===== src/rtl/fmap_display_reader.sv =====
// fmap_display_reader: reads a captured grayscale feature map back from BRAM
// port B and streams it in raster order, with integer nearest-neighbour
// upscaling, as an 8-bit valid/ready pixel stream.
module fmap_display_reader #(
    parameter int unsigned FMAP_W     = 24,
    parameter int unsigned FMAP_H     = 24,
    parameter logic [11:0] BASE_ADDR  = 12'h000,
    parameter int unsigned SCALE      = 2,
    parameter int unsigned RD_LAT     = 2,
    parameter int unsigned FIFO_DEPTH = 8
) (
    input  logic         clk,
    input  logic         rst,
    input  logic         start,
    output logic         busy,
    output logic         frame_done,
    output logic         overrun,
    output logic         bram_en_b,
    output logic [11:0]  bram_addr_b,
    input  logic [255:0] bram_rddata_b,
    output logic         m_valid,
    input  logic         m_ready,
    output logic [7:0]   m_data,
    output logic         m_sof,
    output logic         m_eol
);

    localparam int unsigned OUT_W = FMAP_W * SCALE;
    localparam int unsigned OUT_H = FMAP_H * SCALE;
    localparam int unsigned CW    = (FMAP_W > 1) ? $clog2(FMAP_W) : 1;
    localparam int unsigned RW    = (FMAP_H > 1) ? $clog2(FMAP_H) : 1;
    localparam int unsigned SW    = (SCALE > 1) ? $clog2(SCALE) : 1;
    localparam int unsigned XW    = (OUT_W > 1) ? $clog2(OUT_W) : 1;
    localparam int unsigned YW    = (OUT_H > 1) ? $clog2(OUT_H) : 1;
    localparam int unsigned PW    = (FIFO_DEPTH > 1) ? $clog2(FIFO_DEPTH) : 1;
    localparam int unsigned NW    = $clog2(FIFO_DEPTH + 1);
    localparam int unsigned NW1   = NW + 1;

    typedef enum logic [1:0] {
        S_IDLE  = 2'd0,
        S_RUN   = 2'd1,
        S_DRAIN = 2'd2
    } state_t;

    state_t state_q, state_d;

    // Issue-side coordinates of the next read to be issued
    logic [CW-1:0] col_q;
    logic [SW-1:0] vrep_q;
    logic [RW-1:0] src_row_q;

    // Read-return pipeline: stage 0 coincides with bram_en_b
    logic [RD_LAT:0] vld_pipe_q;
    logic [RW-1:0]   row_pipe_q [RD_LAT+1];

    // Prefetch FIFO
    logic [7:0]    fifo_mem [FIFO_DEPTH];
    logic [PW-1:0] wr_ptr_q, rd_ptr_q, rd_ptr_nxt_c;
    logic [NW-1:0] fifo_count_q, inflight_q, remain_c, count_nxt_c;
    logic [NW1-1:0] occ_c;

    // Output-side counters
    logic [SW-1:0] hrep_q, hrep_nxt_c;
    logic [XW-1:0] out_x_q, out_x_nxt_c;
    logic [YW-1:0] out_y_q, out_y_nxt_c;

    logic       fire_c, pop_c, wr_en_c, credit_ok_c;
    logic       issue_c, last_issue_c, overrun_set_c, last_beat_c;
    logic [7:0] sel_base_c, wr_data_c, head_c;

    function automatic logic [PW-1:0] ptr_inc(input logic [PW-1:0] p);
        return (p == PW'(FIFO_DEPTH - 1)) ? '0 : p + PW'(1);
    endfunction

    // FSM state register
    always_ff @(posedge clk or posedge rst) begin
        if (rst) state_q <= S_IDLE;
        else     state_q <= state_d;
    end

    // FSM next-state logic
    always_comb begin
        state_d = state_q;
        case (state_q)
            S_IDLE:  if (issue_c) state_d = last_issue_c ? S_DRAIN : S_RUN;
            S_RUN:   if (issue_c && last_issue_c) state_d = S_DRAIN;
            S_DRAIN: if (last_beat_c) state_d = S_IDLE;
            default: state_d = S_IDLE;
        endcase
    end

    // FSM outputs: read issue, overrun detection, end-of-frame handshake
    always_comb begin
        issue_c       = 1'b0;
        overrun_set_c = 1'b0;
        last_beat_c   = 1'b0;
        case (state_q)
            S_IDLE: issue_c = start && credit_ok_c;
            S_RUN: begin
                issue_c       = credit_ok_c;
                overrun_set_c = start;
            end
            S_DRAIN: begin
                overrun_set_c = start;
                last_beat_c   = fire_c && (out_x_q == XW'(OUT_W - 1))
                                       && (out_y_q == YW'(OUT_H - 1));
            end
            default: ;
        endcase
    end

    assign last_issue_c = (src_row_q == RW'(FMAP_H - 1)) && (vrep_q == SW'(SCALE - 1))
                       && (col_q == CW'(FMAP_W - 1));

    // Datapath next values: handshake, FIFO occupancy, credit and head byte
    always_comb begin
        fire_c       = m_valid & m_ready;
        pop_c        = fire_c && (hrep_q == SW'(SCALE - 1));
        wr_en_c      = vld_pipe_q[RD_LAT];
        sel_base_c   = 8'({row_pipe_q[RD_LAT], 3'b000});
        wr_data_c    = bram_rddata_b[sel_base_c +: 8];
        remain_c     = fifo_count_q - NW'(pop_c);
        count_nxt_c  = remain_c + NW'(wr_en_c);
        // An entry popped this cycle frees its slot for a read decided this cycle
        occ_c        = NW1'(remain_c) + NW1'(inflight_q);
        credit_ok_c  = occ_c < NW1'(FIFO_DEPTH);
        rd_ptr_nxt_c = pop_c ? ptr_inc(rd_ptr_q) : rd_ptr_q;
        head_c       = (remain_c == '0) ? wr_data_c : fifo_mem[rd_ptr_nxt_c];

        hrep_nxt_c  = hrep_q;
        out_x_nxt_c = out_x_q;
        out_y_nxt_c = out_y_q;
        if (fire_c) begin
            hrep_nxt_c = pop_c ? '0 : hrep_q + SW'(1);
            if (out_x_q == XW'(OUT_W - 1)) begin
                out_x_nxt_c = '0;
                out_y_nxt_c = (out_y_q == YW'(OUT_H - 1)) ? '0 : out_y_q + YW'(1);
            end else begin
                out_x_nxt_c = out_x_q + XW'(1);
            end
        end
    end

    // Issue side: address generation with column/vertical-repeat/row wrap
    always_ff @(posedge clk or posedge rst) begin
        if (rst) begin
            bram_en_b   <= 1'b0;
            bram_addr_b <= BASE_ADDR;
            col_q       <= '0;
            vrep_q      <= '0;
            src_row_q   <= '0;
        end else begin
            bram_en_b <= issue_c;
            if (issue_c) begin
                bram_addr_b <= BASE_ADDR + 12'(col_q);
                if (col_q == CW'(FMAP_W - 1)) begin
                    col_q <= '0;
                    if (vrep_q == SW'(SCALE - 1)) begin
                        vrep_q    <= '0;
                        src_row_q <= (src_row_q == RW'(FMAP_H - 1)) ? '0 : src_row_q + RW'(1);
                    end else begin
                        vrep_q <= vrep_q + SW'(1);
                    end
                end else begin
                    col_q <= col_q + CW'(1);
                end
            end
        end
    end

    // Byte-select pipeline that travels alongside each outstanding read
    always_ff @(posedge clk or posedge rst) begin
        if (rst) begin
            vld_pipe_q <= '0;
            for (int k = 0; k <= int'(RD_LAT); k++) row_pipe_q[k] <= '0;
        end else begin
            vld_pipe_q    <= {vld_pipe_q[RD_LAT-1:0], issue_c};
            row_pipe_q[0] <= src_row_q;
            for (int k = 1; k <= int'(RD_LAT); k++) row_pipe_q[k] <= row_pipe_q[k-1];
        end
    end

    // FIFO storage
    always_ff @(posedge clk) begin
        if (wr_en_c) fifo_mem[wr_ptr_q] <= wr_data_c;
    end

    // FIFO pointers, occupancy and outstanding-read count
    always_ff @(posedge clk or posedge rst) begin
        if (rst) begin
            wr_ptr_q     <= '0;
            rd_ptr_q     <= '0;
            fifo_count_q <= '0;
            inflight_q   <= '0;
        end else begin
            if (wr_en_c) wr_ptr_q <= ptr_inc(wr_ptr_q);
            rd_ptr_q     <= rd_ptr_nxt_c;
            fifo_count_q <= count_nxt_c;
            inflight_q   <= inflight_q + NW'(issue_c) - NW'(wr_en_c);
        end
    end

    // Output stream registers: head byte, repeat counters and frame markers
    always_ff @(posedge clk or posedge rst) begin
        if (rst) begin
            m_valid <= 1'b0;
            m_data  <= '0;
            m_sof   <= 1'b0;
            m_eol   <= 1'b0;
            hrep_q  <= '0;
            out_x_q <= '0;
            out_y_q <= '0;
        end else begin
            m_valid <= (count_nxt_c != '0);
            if (count_nxt_c != '0) m_data <= head_c;
            m_sof   <= (count_nxt_c != '0) && (out_x_nxt_c == '0) && (out_y_nxt_c == '0);
            m_eol   <= (count_nxt_c != '0) && (out_x_nxt_c == XW'(OUT_W - 1));
            hrep_q  <= hrep_nxt_c;
            out_x_q <= out_x_nxt_c;
            out_y_q <= out_y_nxt_c;
        end
    end

    // Status flags
    always_ff @(posedge clk or posedge rst) begin
        if (rst) begin
            busy       <= 1'b0;
            frame_done <= 1'b0;
            overrun    <= 1'b0;
        end else begin
            busy       <= (state_d != S_IDLE);
            frame_done <= last_beat_c;
            overrun    <= overrun | overrun_set_c;
        end
    end

endmodule


===== config.mk =====
export PLATFORM = sky130hd
export DESIGN_NAME = fmap_display_reader
export DESIGN_NICKNAME = d
export VERILOG_FILES = /design/src/rtl/fmap_display_reader.sv
export SDC_FILE = /design/constraint.sdc
export NUM_CORES = 1
export LEC_CHECK = 0
export CAP_MARGIN = 40
export CORE_MARGIN = 2
export CORE_UTILIZATION = 45
export CTS_CLUSTER_DIAMETER = 60
export DETAILED_ROUTE_END_ITERATION = 8
export GPL_TIMING_DRIVEN = 0
export PLACE_DENSITY = 0.82
export SKIP_CTS_REPAIR_TIMING = 1
export SYNTH_ARGS = -nofsm -noshare
export SYNTH_HDL_FRONTEND = slang
export SYNTH_SLANG_ARGS = --single-unit

===== constraint.sdc =====
create_clock -name clk -period 4.2 [get_ports clk]
set_input_delay 0.84 -clock clk [delete_from_list [all_inputs] [get_ports clk]]
set_output_delay 0.84 -clock clk [all_outputs]
set_load 0.01 [all_outputs]

==> results.md <==
* Count leader, synth: mux4_2
* WP data arrival at between 4 and 5 ns
* Final Setup Violations at 0
* Yosys warnings at 0
* Root buffer cell: clkbuf_16
* Post-Route Utilization at 68.48%
* Pin count of the biggest net entering global routing at 53
* Synth top area share at 23.88%
* Reg power frac at 33.9%
* Fin. max-slew vios at 0
* Hold Startpoint: vld_pipe_q[1]$_DFF_PP0_
* Clock power share at about a quarter
* Row cnt at 48
* FF-to-FF End: inflight_q[2]$_DFF_PP0_
* Worst Hold Class: flop to flop
* Synth unique cells at 58
* Tot GR Track Use at 28.92%
* Area of the mapped netlist at 0.008069 mm2
* Period minus WS final at 3.814 ns
* Htree depth at 4
* Die X at 137.9 um
* Slew headroom at 40.71%
* Hold path cells at 0
* WHS at 0.3469 ns
* Ports at 287
* Worst hold endpoint: vld_pipe_q[2]$_DFF_PP0_
* Clock-pin slew on the worst setup and hold paths at about 0.060 ns
* Max-cap violations at 0
* Setup_tns at 0 ns
* Multi-input gate area at 0.004023 mm2
* Avg Cell Area, Syn at 14.31 um2
* First DRT Iteration DRCs at 627
* WL per Instance at 23.81 um
* Reg area at 0.003849 mm2
* Skew final at 0.008252 ns
* Syn-to-layout area delta at 47.81%
* Number of synthesized flops with an enable pin at 64
* Die area at approximately 0.019 mm2
* Critical Path RT at 4.51 ns
* Fmax at 262.2 MHz
* Share of cells above drive strength 1 at about a fifth
* First-pass GRT wire length at 38.83 mm
* Initial Util at 46.33%
* Main synth FF type: dfrtp_1
* NetSw at 1.957 mW
* Vias/cell at 5.850
* Total CTS buffers at 17
* P_int at 3.751 mW
* Antenna-violating nets left at 0
* Fillers at 1233
* CP Class: input pin to flop
* Leakage Power at 4.532 nW
* Worst-Margin Slew at 0.8646 ns
* Detailed-route via count at around 6600
* CTS tree: yes
* Pwr/cell area at between 400 and 500 mW/mm2
* CP max FO at 10
* Peak supply drop at between 0.3 and 0.4 mV
* Total clock sinks at 141
* Switching part of the total at 34.29%
* Reg2reg setup slack at 0.55 ns
* Core box area at around 0.017 mm2
* Grt ovf at 0
* Commonest cells post-synth: mux4_2 (80), dfrtp_1 (77), edfxtp_1 (64)
* Final hold violations at 0
* Worst R2R Start: m_valid$_DFF_PP0_
* Tcrit/Tclk final at 90.81%
* Number of remaining DRC errors at 0
* Outcome: complete, no violations
* Comb pwr share at 40.4%
* Area contributors post-synth: dfrtp_1 (24%), edfxtp_1 (24%), mux4_2 (22%), mux2_2 (4.7%), ha_1 (3.6%)
* Initial antenna violation count at 5
* Routability cong. at 0.9441
* Post-DP HPWL at between 20 and 25 mm
* Clk_lat worst skew at 0.42 ns
* Port buffer count at between 200 and 300
* CP endpoint kind: flop
* Die H at 137.9 um
* 1st-pass router iterations at 7
* Startpoint types: input pin
* Vias in the first global route at 6676
* NumNets Final at around 1200
* Sequential area share after synthesis at 47.70%
* Clock Path Buffers at 2
* RSZ-0062 raised after global routing: no
* Post-synth top area cell: dfrtp_1
* Cell count after synthesis at between 500 and 600
* FF+latch count, synth at ~140
* Reg2reg path depth at 14
* Post-Route WL at approximately 27 mm
* Post-synth ARST share at 54.61%
==> kinds of logic (layout without fill, tap and decap cells) <==
| family | Yosys count | count (layout) | share of synthesized area (%) |
|---|---|---|---|
| and+or+nand+nor | 124 | 124 | 7.784 |
| buffers and inverters | 58 | 382 | 3.442 |
| xor gates and xnor gates | 14 | 14 | 1.706 |
| other | 1 | 10 | 0.04647 |
| adders and majority gates | 24 | 24 | 3.815 |
| AOI/OAI and AO/OA | 76 | 76 | 6.947 |
| muxes | 126 | 126 | 28.56 |
| DFF | 141 | 141 | 47.70 |
==> final cells by class <==
class,instances,area share (%)
multi-input cells,371,33.73
flip-flops and latches,141,32.27
repair buffers,292,24.34
clock buffers,19,3.798
well taps,225,2.360
plain buffers,34,1.584
clock inverters,13,1.081
inverters,24,0.7763
diodes,3,0.06295
==> power by group through the flow <==
stage | clock network (mW) | logic (mW) | registers, mW
6_report | 1.47 | 2.31 | 1.94
5_1_grt | 1.54 | 2.51 | 1.97
4_1_cts | 1.48 | 2.19 | 1.92
3_5_place_dp | 0 | 2.16 | 1.94
3_3_place_gp | 0 | 2.06 | 1.93
2_1_floorplan | 0 | 1.34 | 1.92
==> cells in the final DEF, fill, tap and decap left out, types with 6 or more instances in the layout <==
| cell type | netlist | layout |
|---|---|---|
| a22oi_1 | 9 | 9 |
| xnor2_1 | 8 | 8 |
| mux2_2 | 34 | 34 |
| mux4_2 | 80 | 80 |
| buf_1 | 6 | 6 |
| nor2_1 | 17 | 17 |
| dfrtp_1 | 77 | 77 |
| mux2i_1 | 12 | 12 |
| a32o_1 | 9 | 9 |
| o22ai_1 | 9 | 9 |
| nand2_1 | 46 | 46 |
| o21ai_0 | 10 | 9 |
| edfxtp_1 | 64 | 64 |
| inv_1 | 23 | 22 |
| nand4_1 | 7 | 7 |
| clkbuf_16 | 0 | 17 |
| ha_1 | 23 | 23 |
| inv_6 | 0 | 6 |
| clkdlybuf4s50_1 | 0 | 278 |
| buf_4 | 13 | 21 |
| nand3_1 | 14 | 13 |
| clkbuf_1 | 11 | 10 |
| o31ai_1 | 9 | 9 |
| nor3_1 | 7 | 7 |
| conb_1 | 1 | 7 |
| buf_2 | 3 | 8 |
==> critical path: stages <==
cell and delay (ns):
dlymetal6s2s_1 0.20, nand3_4 0.13, inv_1 0.12, ha_1 0.20, nor3b_4 0.28, xor2_2 0.22
ha_1 0.29, nor4_4 0.34, nand2_1 0.16, buf_2 0.22, ha_1 0.30, inv_1 0.04
ha_1 0.20, fa_1 0.40, xor2_1 0.17
==> sequential cells by signal, summed over array words and instances (netlist names), 2 cells and up <==
| signal | count |
|---|---|
| inflight_q | 4 |
| src_row_q | 5 |
| bram_addr_b | 5 |
| wr_ptr_q | 3 |
| out_y_q | 6 |
| fifo_count_q | 4 |
| m_data | 8 |
| vld_pipe_q | 3 |
| col_q | 5 |
| fifo_mem | 64 |
| row_pipe_q | 15 |
| rd_ptr_q | 3 |
| out_x_q | 6 |
| state_q | 2 |
==> per-stage QoR <==
stage          worst slack [ns]  std cells  power [mW]  cell area [um2]
6_report                 0.3861       1122       5.708            11930
5_1_grt                  0.2442       1120       6.011            11920
4_1_cts                 -0.7881       1112       5.592            11810
3_5_place_dp             -1.218       1080       4.105            11230
3_3_place_gp             -1.054       1074       3.992            11170
2_1_floorplan           0.03132        570       3.266             8098
==> layer usage <==
layer / share of wire, % / vias up / GRT usage [%]
met5: 0.049 / - / 0
met4: 3.6 / 2 / 11.34
met3: 10 / 61 / 11.55
met2: 47 / 363 / 44.99
met1: 39 / 3253 / 36.42
li1: - / 2885 / -
==> worst max-delay path by stage <==
| stage | startpoint | cells past startpoint | to | slack [ns] |
|---|---|---|---|---|
| 3_3_place_gp | m_ready | 15 | inflight_q[2]$_DFF_PP0_ | -1.05 |
| 3_5_place_dp | m_ready | 15 | inflight_q[2]$_DFF_PP0_ | -1.22 |
| 2_1_floorplan | m_ready | 14 | inflight_q[2]$_DFF_PP0_ | 0.03 |
| 5_1_grt | m_ready | 15 | inflight_q[2]$_DFF_PP0_ | 0.24 |
| 6_report | m_ready | 15 | inflight_q[2]$_DFF_PP0_ | 0.39 |
| 4_1_cts | m_ready | 15 | inflight_q[2]$_DFF_PP0_ | -0.79 |
(Power assumes the default switching activity.)
